<file path="config.mk">
export PLATFORM = sky130hd
export DESIGN_NAME = mux_scheduler
export DESIGN_NICKNAME = d
export VERILOG_FILES = /design/src/rtl/mux_scheduler.sv
export SDC_FILE = /design/constraint.sdc
export NUM_CORES = 1
export LEC_CHECK = 0
export ABC_AREA = 1
export CELL_PAD_IN_SITES_DETAIL_PLACEMENT = 1
export CELL_PAD_IN_SITES_GLOBAL_PLACEMENT = 1
export CORE_MARGIN = 1
export CORE_UTILIZATION = 33
export DETAILED_ROUTE_END_ITERATION = 10
export PLACE_DENSITY = 0.94
export SETUP_SLACK_MARGIN = 0.02
export SLEW_MARGIN = 20
export SYNTH_ARGS = -nofsm -noshare
export SYNTH_HDL_FRONTEND = slang
export SYNTH_SLANG_ARGS = --single-unit
</file>
<file path="constraint.sdc">
create_clock -name clk -period 4.68 [get_ports clk]
set_input_delay 0.936 -clock clk [delete_from_list [all_inputs] [get_ports clk]]
set_output_delay 0.936 -clock clk [all_outputs]
set_load 0.1 [all_outputs]
</file>
<file path="src/rtl/mux_scheduler.sv">
// mux_scheduler: three-source time-slice / priority multiplexer with a
// one-word registered output buffer.
//
// Ports:
//   clk, rst                    single clock, synchronous active-high reset
//   DS1..DS3, ds1..3_valid      source words and their valid flags
//   ds1..3_ready                per-source accept flags (combinational)
//   mode                        00 off, 01 round-robin, 10 fixed priority, 11 hold
//   switch_clk_cycles           slot length N (0 behaves as 1)
//   output_data, out_valid      registered selected word and its valid flag
//   out_ready                   downstream accept
//   sel                         granted source, 0 = none, 1..3 = DS1..DS3
//   dbg_state_o                 FSM state (0 IDLE, 1 SERVE)
//
// Handshake: a word moves on a rising edge where valid and ready are both 1.
// Upstream ready never depends on the same source's valid; it depends only
// on state, sel, mode and whether the output buffer can take a word.
module mux_scheduler #(
  parameter int DATA_W = 8
) (
  input  logic              clk,
  input  logic              rst,
  input  logic [DATA_W-1:0] DS1,
  input  logic [DATA_W-1:0] DS2,
  input  logic [DATA_W-1:0] DS3,
  input  logic              ds1_valid,
  input  logic              ds2_valid,
  input  logic              ds3_valid,
  output logic              ds1_ready,
  output logic              ds2_ready,
  output logic              ds3_ready,
  input  logic [1:0]        mode,
  input  logic [3:0]        switch_clk_cycles,
  output logic [DATA_W-1:0] output_data,
  output logic              out_valid,
  input  logic              out_ready,
  output logic [1:0]        sel,
  output logic              dbg_state_o
);

  typedef enum logic {IDLE = 1'b0, SERVE = 1'b1} state_t;

  state_t            state_q, state_d;
  logic [1:0]        sel_q, sel_d;
  logic [3:0]        cnt_q, cnt_d;
  logic [3:0]        n_q, n_d;
  logic [1:0]        rr_q, rr_d;
  logic [1:0]        mode_q;
  logic              out_valid_q, out_valid_d;
  logic [DATA_W-1:0] data_q, data_d;

  logic [2:0]        valid_v;
  logic              any_valid;
  logic              grant;
  logic              xfer;
  logic              do_pick;
  logic [1:0]        pick;
  logic [3:0]        n_eff;
  logic [DATA_W-1:0] sel_data;

  // First valid source after 'last' in circular order 1->2->3->1, so the
  // last-served source has the lowest priority.
  function automatic logic [1:0] pick_rr(input logic [1:0] last, input logic [2:0] v);
    logic [1:0] r;
    r = 2'd0;
    case (last)
      2'd1: r = v[1] ? 2'd2 : v[2] ? 2'd3 : v[0] ? 2'd1 : 2'd0;
      2'd2: r = v[2] ? 2'd3 : v[0] ? 2'd1 : v[1] ? 2'd2 : 2'd0;
      default: r = v[0] ? 2'd1 : v[1] ? 2'd2 : v[2] ? 2'd3 : 2'd0;
    endcase
    return r;
  endfunction

  function automatic logic [1:0] pick_fix(input logic [2:0] v);
    return v[0] ? 2'd1 : v[1] ? 2'd2 : v[2] ? 2'd3 : 2'd0;
  endfunction

  always_comb begin
    valid_v   = {ds3_valid, ds2_valid, ds1_valid};
    any_valid = |valid_v;
    // Buffer can take a word if empty or being drained this edge.
    grant     = (state_q == SERVE) && (mode != 2'b00) && (!out_valid_q || out_ready);
    ds1_ready = grant && (sel_q == 2'd1);
    ds2_ready = grant && (sel_q == 2'd2);
    ds3_ready = grant && (sel_q == 2'd3);
    xfer      = (ds1_ready && ds1_valid) || (ds2_ready && ds2_valid) ||
                (ds3_ready && ds3_valid);
    case (sel_q)
      2'd1:    sel_data = DS1;
      2'd2:    sel_data = DS2;
      2'd3:    sel_data = DS3;
      default: sel_data = '0;
    endcase
    n_eff = (switch_clk_cycles == 4'd0) ? 4'd1 : switch_clk_cycles;
    pick  = (mode == 2'b01) ? pick_rr(rr_q, valid_v) : pick_fix(valid_v);
  end

  always_comb begin
    state_d = state_q;
    sel_d   = sel_q;
    cnt_d   = cnt_q;
    n_d     = n_q;
    rr_d    = rr_q;
    do_pick = 1'b0;
    case (state_q)
      IDLE: begin
        if (mode != 2'b00 && any_valid) do_pick = 1'b1;
      end
      SERVE: begin
        if (mode == 2'b00) begin
          state_d = IDLE;
          sel_d   = 2'd0;
          cnt_d   = 4'd0;
        end else if (mode != mode_q) begin
          // Policy changed between two active modes: close the slot now.
          do_pick = 1'b1;
        end else if (mode != 2'b11) begin
          if (cnt_q == n_q - 4'd1) do_pick = 1'b1;
          else                     cnt_d   = cnt_q + 4'd1;
        end
      end
      default: begin
        state_d = IDLE;
        sel_d   = 2'd0;
      end
    endcase
    if (do_pick) begin
      cnt_d = 4'd0;
      if (any_valid) begin
        state_d = SERVE;
        sel_d   = pick;
        rr_d    = pick;
        n_d     = n_eff;
      end else begin
        state_d = IDLE;
        sel_d   = 2'd0;
      end
    end
  end

  // Output buffer: a transfer always loads (the word is from the source that
  // was granted before this edge); otherwise a downstream accept empties it.
  always_comb begin
    data_d      = data_q;
    out_valid_d = out_valid_q;
    if (xfer) begin
      data_d      = sel_data;
      out_valid_d = 1'b1;
    end else if (out_ready) begin
      out_valid_d = 1'b0;
    end
  end

  always_ff @(posedge clk) begin
    if (rst) begin
      state_q     <= IDLE;
      sel_q       <= 2'd0;
      cnt_q       <= 4'd0;
      n_q         <= 4'd1;
      rr_q        <= 2'd3;
      mode_q      <= 2'b00;
      out_valid_q <= 1'b0;
      data_q      <= '0;
    end else begin
      state_q     <= state_d;
      sel_q       <= sel_d;
      cnt_q       <= cnt_d;
      n_q         <= n_d;
      rr_q        <= rr_d;
      mode_q      <= mode;
      out_valid_q <= out_valid_d;
      data_q      <= data_d;
    end
  end

  assign output_data = data_q;
  assign out_valid   = out_valid_q;
  assign sel         = sel_q;
  assign dbg_state_o = state_q;

endmodule

</file>
==> results by group, run 1 <==
Synthesis
  – Main synth FF type: dfxtp_1
  – Syn Nets: 263
  – Distinct cells, synth: 31
  – Synth warn: 0
  – Post-synthesis adder-cell area fraction: 3.325%
  – Number of synthesized flops with an enable pin: 0
  – Area contributors post-synth: dfxtp_1 (32%), nand2_1 (13%), inv_1 (7.5%), a21oi_1 (7.3%), nor2_1 (5.7%)
  – Register area share after synthesis: 31.92%
  – Yosys top cell area share: 31.92%
  – Mean Syn Cell Area: 6.750 sq um
  – Post-Syn Instances: 223
  – XOR/XNOR Fraction of Synth Area: 1.164%
  – Mux cell area share after synthesis: 0%
  – Synth Area in Simple Gates: 35.00%
  – Post-synth ARST share: 0%
  – Largest family of logic cells by synthesized area: simple AND/OR/NAND/NOR gates
  – Compound-Gate Fraction of Synth Area: 18.62%
  – Synthesized cell area: 0.001505 sq mm
  – Cell taking the most area after synthesis: dfxtp_1
  – #FFs+latches synth: 24

Run status
  – Status: complete, no violations

Cells and area
  – Most common library cell in the layout ignoring fill and taps: nand2_1
  – Most frequent cells in the layout: nand2_1 (51), clkdlybuf4s50_1 (47), inv_1 (30)
  – Share of cells above drive strength 1: between 10% and 20%
  – Register area: 480.5 sq um
  – Fillers: 531
  – Final Net Count: 316
  – Number of diodes: 0
  – Area Growth Syn to Fin: 39.48%
  – Finished Layout Cells: approximately 330
  – Area of the multi-input gates: 874.6 sq um

Clock tree
  – Clk sink count: 24
  – TritonCTS buffer count: 3
  – H-tree depth: 1
  – Worst-case clock buffer depth: 2
  – Post-CTS setup buffers: 0
  – Clock transition at path regs: 0.09 ns
  – Hold Buf Count CTS: 0
  – CTS root buf: clkbuf_8
  – CTS tree: done
  – Clk_lat worst skew: 0.28 ns
  – Post-cts resize count: 0

Critical path
  – Largest delay share family, worst path: buffers and inverters
  – Max FO, Critical Path: 4
  – Reg2Reg Launch Point: n_q[0]
  – CP endpoint kind: output pin
  – Worst reg-to-reg setup slack: 2.91 ns
  – Crit-path cells: clkdlybuf4s50_1 -> inv_2 -> nand2_4 -> nand2_4 -> a21oi_4 -> inv_1 -> nor3_1 -> buf_4
  – Critical Path Slowest Stage Cell: clkdlybuf4s50_1
  – Max incr delay on CP: about 0.53 ns
  – Worst setup path category: in -> out
  – Crit path DAT: 2.46 ns
  – RR Endpoint: dbg_state_o
  – Most frequent CP cell: nand2_4
  – Critical Path RT: 3.74 ns
  – Cells on worst reg2reg path: 9
  – CP bufs+invs: 4
  – Crit path launch type: input pin

Power and ir drop
  – Power per cell area: 319.8 mW/mm^2
  – LEAKAGE: 0.9679 nW
  – Peak VDD IR: 0.1431 mV
  – Comb pwr share: 41.8%
  – Design Power: 0.6714 mW
  – Sw power: approximately 0.28 mW
  – Internal power: around 0.39 mW
  – Sw frac: 41.32%
  – Sequential power share: 35.7%
  – Clk network pwr share: 22.4%

Floorplanning
  – Die width: 69.54 um
  – Chip height: 69.54 um
  – Num ports: 51
  – Initial Util: 34.57%
  – Die area: just under 0.005 sq mm
  – Rows: 24
  – Core area: 0.004354 sq mm

STA
  – Final setup TNS: 0 ns
  – RSZ-0062 raised after global routing: no
  – Worst Tran Pin Value: 0.9980 ns
  – Final Cycle Share: roughly 73%
  – Final hold violations: 0
  – Final min period: 3.399 ns
  – Worst slew margin: 33.26%
  – Slew Limit Fails: 0
  – Clock Skew: 0.008346 ns
  – Setup-failing EPs final: 0
  – Fmax: 0.2942 GHz

GRT
  – Initial antenna violation count: 0
  – Largest net degree at the start of global routing: 19
  – GRT Resource Usage Total: 19.05%
  – Grt total ovfl: 0
  – First-pass GRT wire length: 7.514 mm
  – Vias in the first global route: 1675

Worst hold path
  – Hold Path Sink: rr_q[1]
  – Worst hold stages: 2
  – Hold Startpoint: rr_q[1]
  – Hold Crit Class: reg -> reg

Placed design
  – Gp weighted congestion: ~0.78
  – Post-DP HPWL: 3.418 mm
  – Inst Count DP: 323
  – # port buffers: 50

Detailed routing
  – Post-route ant nets: 0
  – Drt via density: 4.920
  – Routed vias: 1609
  – DRT Pass-1 Iters: 2
  – Drt drc: 0
  – Starting DRC count in detailed routing: 43
  – WL per Instance: 12.98 um
  – Drt total wl: 4.245 mm

Run
  – Max-cap violations: 0
[synth_stat cells, drive strengths merged, types with 3 or more instances]
| cell | number |
|---|---|
| inv | 34 |
| dfxtp | 24 |
| nand3 | 21 |
| o21ai | 13 |
| nor2 | 26 |
| a22o | 7 |
| ha | 4 |
| nand4 | 3 |
| nand2 | 56 |
| a21oi | 24 |
[sequential cells by signal (all words and copies together) (netlist names)]
| register | cells |
|---|---|
| mode_q | 2 |
| n_q | 4 |
| output_data | 8 |
| dbg_state_o | 1 |
| out_valid | 1 |
| sel | 2 |
| rr_q | 2 |
| cnt_q | 4 |
[cell families (layout without fill, tap and decap cells)]
group,Yosys count,in the layout
buffers and inverters,37,89
AOI/OAI and AO/OA,46,46
adders and majority gates,4,4
DFF,24,24
xor gates and xnor gates,2,2
and+or+nand+nor,110,110
[metrics by stage]
stage | area [sq um] | utilization [%] | hold slack [ns] | setup slack, ns
detailed placement | 2044 | 46.95 | 0.4918 | 1.275
floorplan | 1505 | - | 0.4546 | 0.3592
finish | 2100 | 48.22 | 0.4978 | 1.281
global route | 2100 | 48.22 | 0.5456 | 1.139
CTS | 2100 | 48.22 | 0.5013 | 1.263
global placement | 2044 | 46.95 | 0.4870 | 1.356
[power by group through the flow]
stage,Combinational [mW],Sequential (mW),Clock (mW)
after floorplan,0.130,0.312,0
after global placement,0.276,0.244,0
after detailed placement,0.282,0.245,0
after CTS,0.284,0.240,0.153
after global routing,0.307,0.242,0.161
final,0.281,0.240,0.151
[area by class of cell]
type,instances,area share [%]
Clock buffer,4,2.622
Inverter,35,6.257
Multi-Input combinational cell,162,41.66
Sequential cell,24,22.88
Tap cell,52,3.099
Timing Repair Buffer,50,23.48
[how the worst max path moves through the flow]
stage,startpoint,to,cells past startpoint
global route,mode[0],ds2_ready,8
CTS,mode[0],ds2_ready,8
global placement,mode[0],ds2_ready,8
detailed placement,mode[0],ds2_ready,8
finish,mode[0],ds2_ready,8
floorplan,mode[0],ds2_ready,6
[routing by layer]
metal  GRT usage, %  part of all wire [%]
met3          5.233                   6.3
met1          20.76                    42
met4          5.442                   1.1
met5              0                     0
met2          35.60                    51
[worst register-to-register path, cell delays in order (launching register included)]
cell     delay [ns]
dfxtp_1        0.39
inv_1          0.10
ha_1           0.31
xnor2_1        0.14
nor2_2         0.12
nand3_2        0.12
nand2_4        0.13
nand2_2        0.10
nand2_1        0.17
o21ai_1        0.10
(Power assumes the default switching activity.)
==> inputs of run 2 (changes only) <==
--- a/config.mk
+++ b/config.mk
@@ -9,9 +9,9 @@
 export CELL_PAD_IN_SITES_DETAIL_PLACEMENT = 1
 export CELL_PAD_IN_SITES_GLOBAL_PLACEMENT = 1
 export CORE_MARGIN = 1
-export CORE_UTILIZATION = 33
+export CORE_UTILIZATION = 28
 export DETAILED_ROUTE_END_ITERATION = 10
-export PLACE_DENSITY = 0.94
+export PLACE_DENSITY = 0.86
 export SETUP_SLACK_MARGIN = 0.02
 export SLEW_MARGIN = 20
 export SYNTH_ARGS = -nofsm -noshare
==> constraint.sdc (replaced) <==
create_clock -name clk -period 3 [get_ports clk]
set_input_delay 0.6 -clock clk [delete_from_list [all_inputs] [get_ports clk]]
set_output_delay 0.6 -clock clk [all_outputs]
set_load 0.1 [all_outputs]
==> run 2 against run 1 <==
- first-iteration DRC count up 93%
- largest power group unchanged
- sequential power up 56%
- combinational power is 58% higher
- power increased by 65%
- via count increased by 1.2%
==> results by group, run 2 (same netlist as run 1, synthesis figures left out) <==
Detailed routing
  – Post-route ant nets: 0 (unchanged)
  – Starting DRC count in detailed routing: 83 (+93%)
  – Drt via density: 4.708 (-4.3%)
  – Routed vias: 1629 (+1.2%)
  – DRT Pass-1 Iters: 4 (+2)
  – WL per Instance: 12.41 um (-4.4%)
  – Drt total wl: 4.294 mm (+1.2%)
  – Drt drc: 0 (unchanged)

GRT
  – Grt total ovfl: 0 (unchanged)
  – First-pass GRT wire length: 7.659 mm (+1.9%)
  – Initial antenna violation count: 0 (unchanged)
  – Largest net degree at the start of global routing: 19 (unchanged)
  – Vias in the first global route: 1748 (+4.4%)
  – GRT Resource Usage Total: 17.62% (-1.4 points)

Placed design
  – Gp weighted congestion: 0.7744 (-0.14%)
  – # port buffers: 50 (unchanged)
  – Post-DP HPWL: 3.519 mm (+3.0%)

Run
  – Max-cap violations: 0 (unchanged)

Clock tree
  – Worst-case clock buffer depth: 2 (unchanged)
  – CTS tree: done
  – Post-cts resize count: 0 (unchanged)
  – Clk sink count: 24 (unchanged)
  – TritonCTS buffer count: 3 (unchanged)
  – Post-CTS setup buffers: 0 (unchanged)
  – H-tree depth: 1 (unchanged)
  – CTS root buf: clkbuf_8
  – Clock transition at path regs: 0.08 ns (about the same)
  – Clk_lat worst skew: 0.27 ns (about the same)
  – Hold Buf Count CTS: 0 (unchanged)

Power and ir drop
  – LEAKAGE: 1.011 nW (+4.5%)
  – Design Power: 1.109 mW (+65%)
  – Peak VDD IR: 0.3358 mV (+130%)
  – Power per cell area: 512.8 mW/mm^2 (+60%)

Critical path
  – Crit-path cells: clkdlybuf4s50_1 -> inv_2 -> nand2_4 -> nand2_4 -> a21oi_4 -> inv_1 -> nor3_2 -> buf_12
  – Max incr delay on CP: 0.53 ns (about the same)
  – Max FO, Critical Path: 4 (unchanged)
  – Critical Path Slowest Stage Cell: clkdlybuf4s50_1
  – Most frequent CP cell: nand2_4
  – Crit path launch type: input pin
  – Critical Path RT: 2.40 ns (-1.34 ns)
  – Largest delay share family, worst path: buffers and inverters
  – CP bufs+invs: 4 (unchanged)
  – CP endpoint kind: output pin
  – Crit path DAT: 2.06 ns (-0.40 ns)
  – Worst setup path category: in -> out

Floorplanning
  – Core area: 0.005140 sq mm (+18%)
  – Die area: 0.005673 sq mm (+17%)
  – Num ports: 51 (unchanged)
  – Initial Util: 29.28% (-5.3 points)
  – Rows: 26 (+8.3%)
  – Chip height: 75.32 um (+8.3%)
  – Die width: 75.32 um (+8.3%)

Run status
  – Status: complete, no violations

Cells and area
  – Number of diodes: 0 (unchanged)
  – Most common library cell in the layout ignoring fill and taps: nand2_1
  – Fillers: 676 (+27%)
  – Share of cells above drive strength 1: 16.30% (+5.8 points)
  – Area Growth Syn to Fin: 43.72%
  – Max reg flops: 8 (unchanged)
  – Most frequent cells in the layout: nand2_1 (51), clkdlybuf4s50_1 (35), inv_1 (30)
  – Final Net Count: 317 (+0.32%)

STA
  – RSZ-0062 raised after global routing: no
  – Worst Tran Pin Value: 0.5521 ns (-0.4459 ns)
  – Worst slew margin: 63.15% (+30 points)
  – Fmax: roughly 0.38 GHz
  – Setup-failing EPs final: 0 (unchanged)
  – Worst hold slack: 0.5038 ns (+0.006067 ns)
  – Final Cycle Share: about nine tenths
  – Slew Limit Fails: 0 (unchanged)
  – Final hold violations: 0 (unchanged)
  – Clock Skew: 0.01295 ns (+0.004604 ns)
  – Final min period: 2.658 ns

Worst hold path
  – Hold Crit Class: reg -> reg
-- run 2: cell count changes in the layout (fill, tap and decap cells not counted) --
cell,before,now
clkdlybuf4s50_1,47,35
buf_4,3,13
buf_12,0,3
nor2_1,23,21
nor2_2,3,5
bufinv_16,0,1
clkbuf_8,4,3
nor3_1,1,0
nor3_2,0,1
-- run 2: power breakdown --
part | internal (mW) | switching (mW) | total, mW
Sequential | 0.348 | 0.0269 | 0.375
Clock | 0.179 | 0.111 | 0.290
Combinational | 0.152 | 0.293 | 0.445
Total | 0.678 | 0.431 | 1.11
-- run 2: final timing paths --
check | start | end | slack, ns | cells past startpoint
max | mode[0] | ds2_ready | 0.34 | 8
min | rr_q[0] | rr_q[0] | 0.50 | 2
max reg2reg | n_q[0] | dbg_state_o | 1.22 | 9
min reg2reg | rr_q[0] | rr_q[0] | 0.50 | 2
-- run 2: worst reg2reg max path: stages (launching register included) --
cell,delay [ns]
dfxtp_1,0.39
inv_1,0.10
ha_1,0.32
xnor2_1,0.14
nor2_2,0.12
nand3_2,0.12
nand2_4,0.13
nand2_2,0.09
nand2_1,0.19
o21ai_1,0.09
-- run 2: metal layers --
metal / global-route usage [%] / up-vias / routed length, um
met3: 4.894 / 6 / 272
met1: 20.44 / 749 / 1728
met4: 5.144 / 0 / 61
met5: 0 / - / 0
met2: 31.65 / 47 / 2231
li1: - / 827 / -
-- run 2: stage by stage --
| step | cells | setup WS (ns) | TNS [ns] | cell area [sq um] | utilization [%] |
|---|---|---|---|---|---|
| 6_report | 346 | 0.3420 | 0 | 2163 | 42.09 |
| 5_1_grt | 346 | 0.2148 | 0 | 2163 | 42.09 |
| 4_1_cts | 346 | 0.3304 | 0 | 2163 | 42.09 |
| 3_5_place_dp | 342 | 0.3436 | 0 | 2092 | 40.70 |
| 3_3_place_gp | 342 | 0.3632 | 0 | 2092 | 40.70 |
| 2_1_floorplan | 223 | -0.1462 | -0.1462 | 1515 | - |
-- run 2: layout make-up --
type | instances | area, sq um | share of cell area [%]
clock buffers | 3 | 41.29 | 1.909
multi-input cells | 162 | 884.6 | 40.89
clock inverters | 1 | 30.03 | 1.388
repair buffers | 51 | 508.0 | 23.48
inverters | 35 | 131.4 | 6.073
well taps | 70 | 87.58 | 4.049
flip-flops and latches | 24 | 480.5 | 22.21
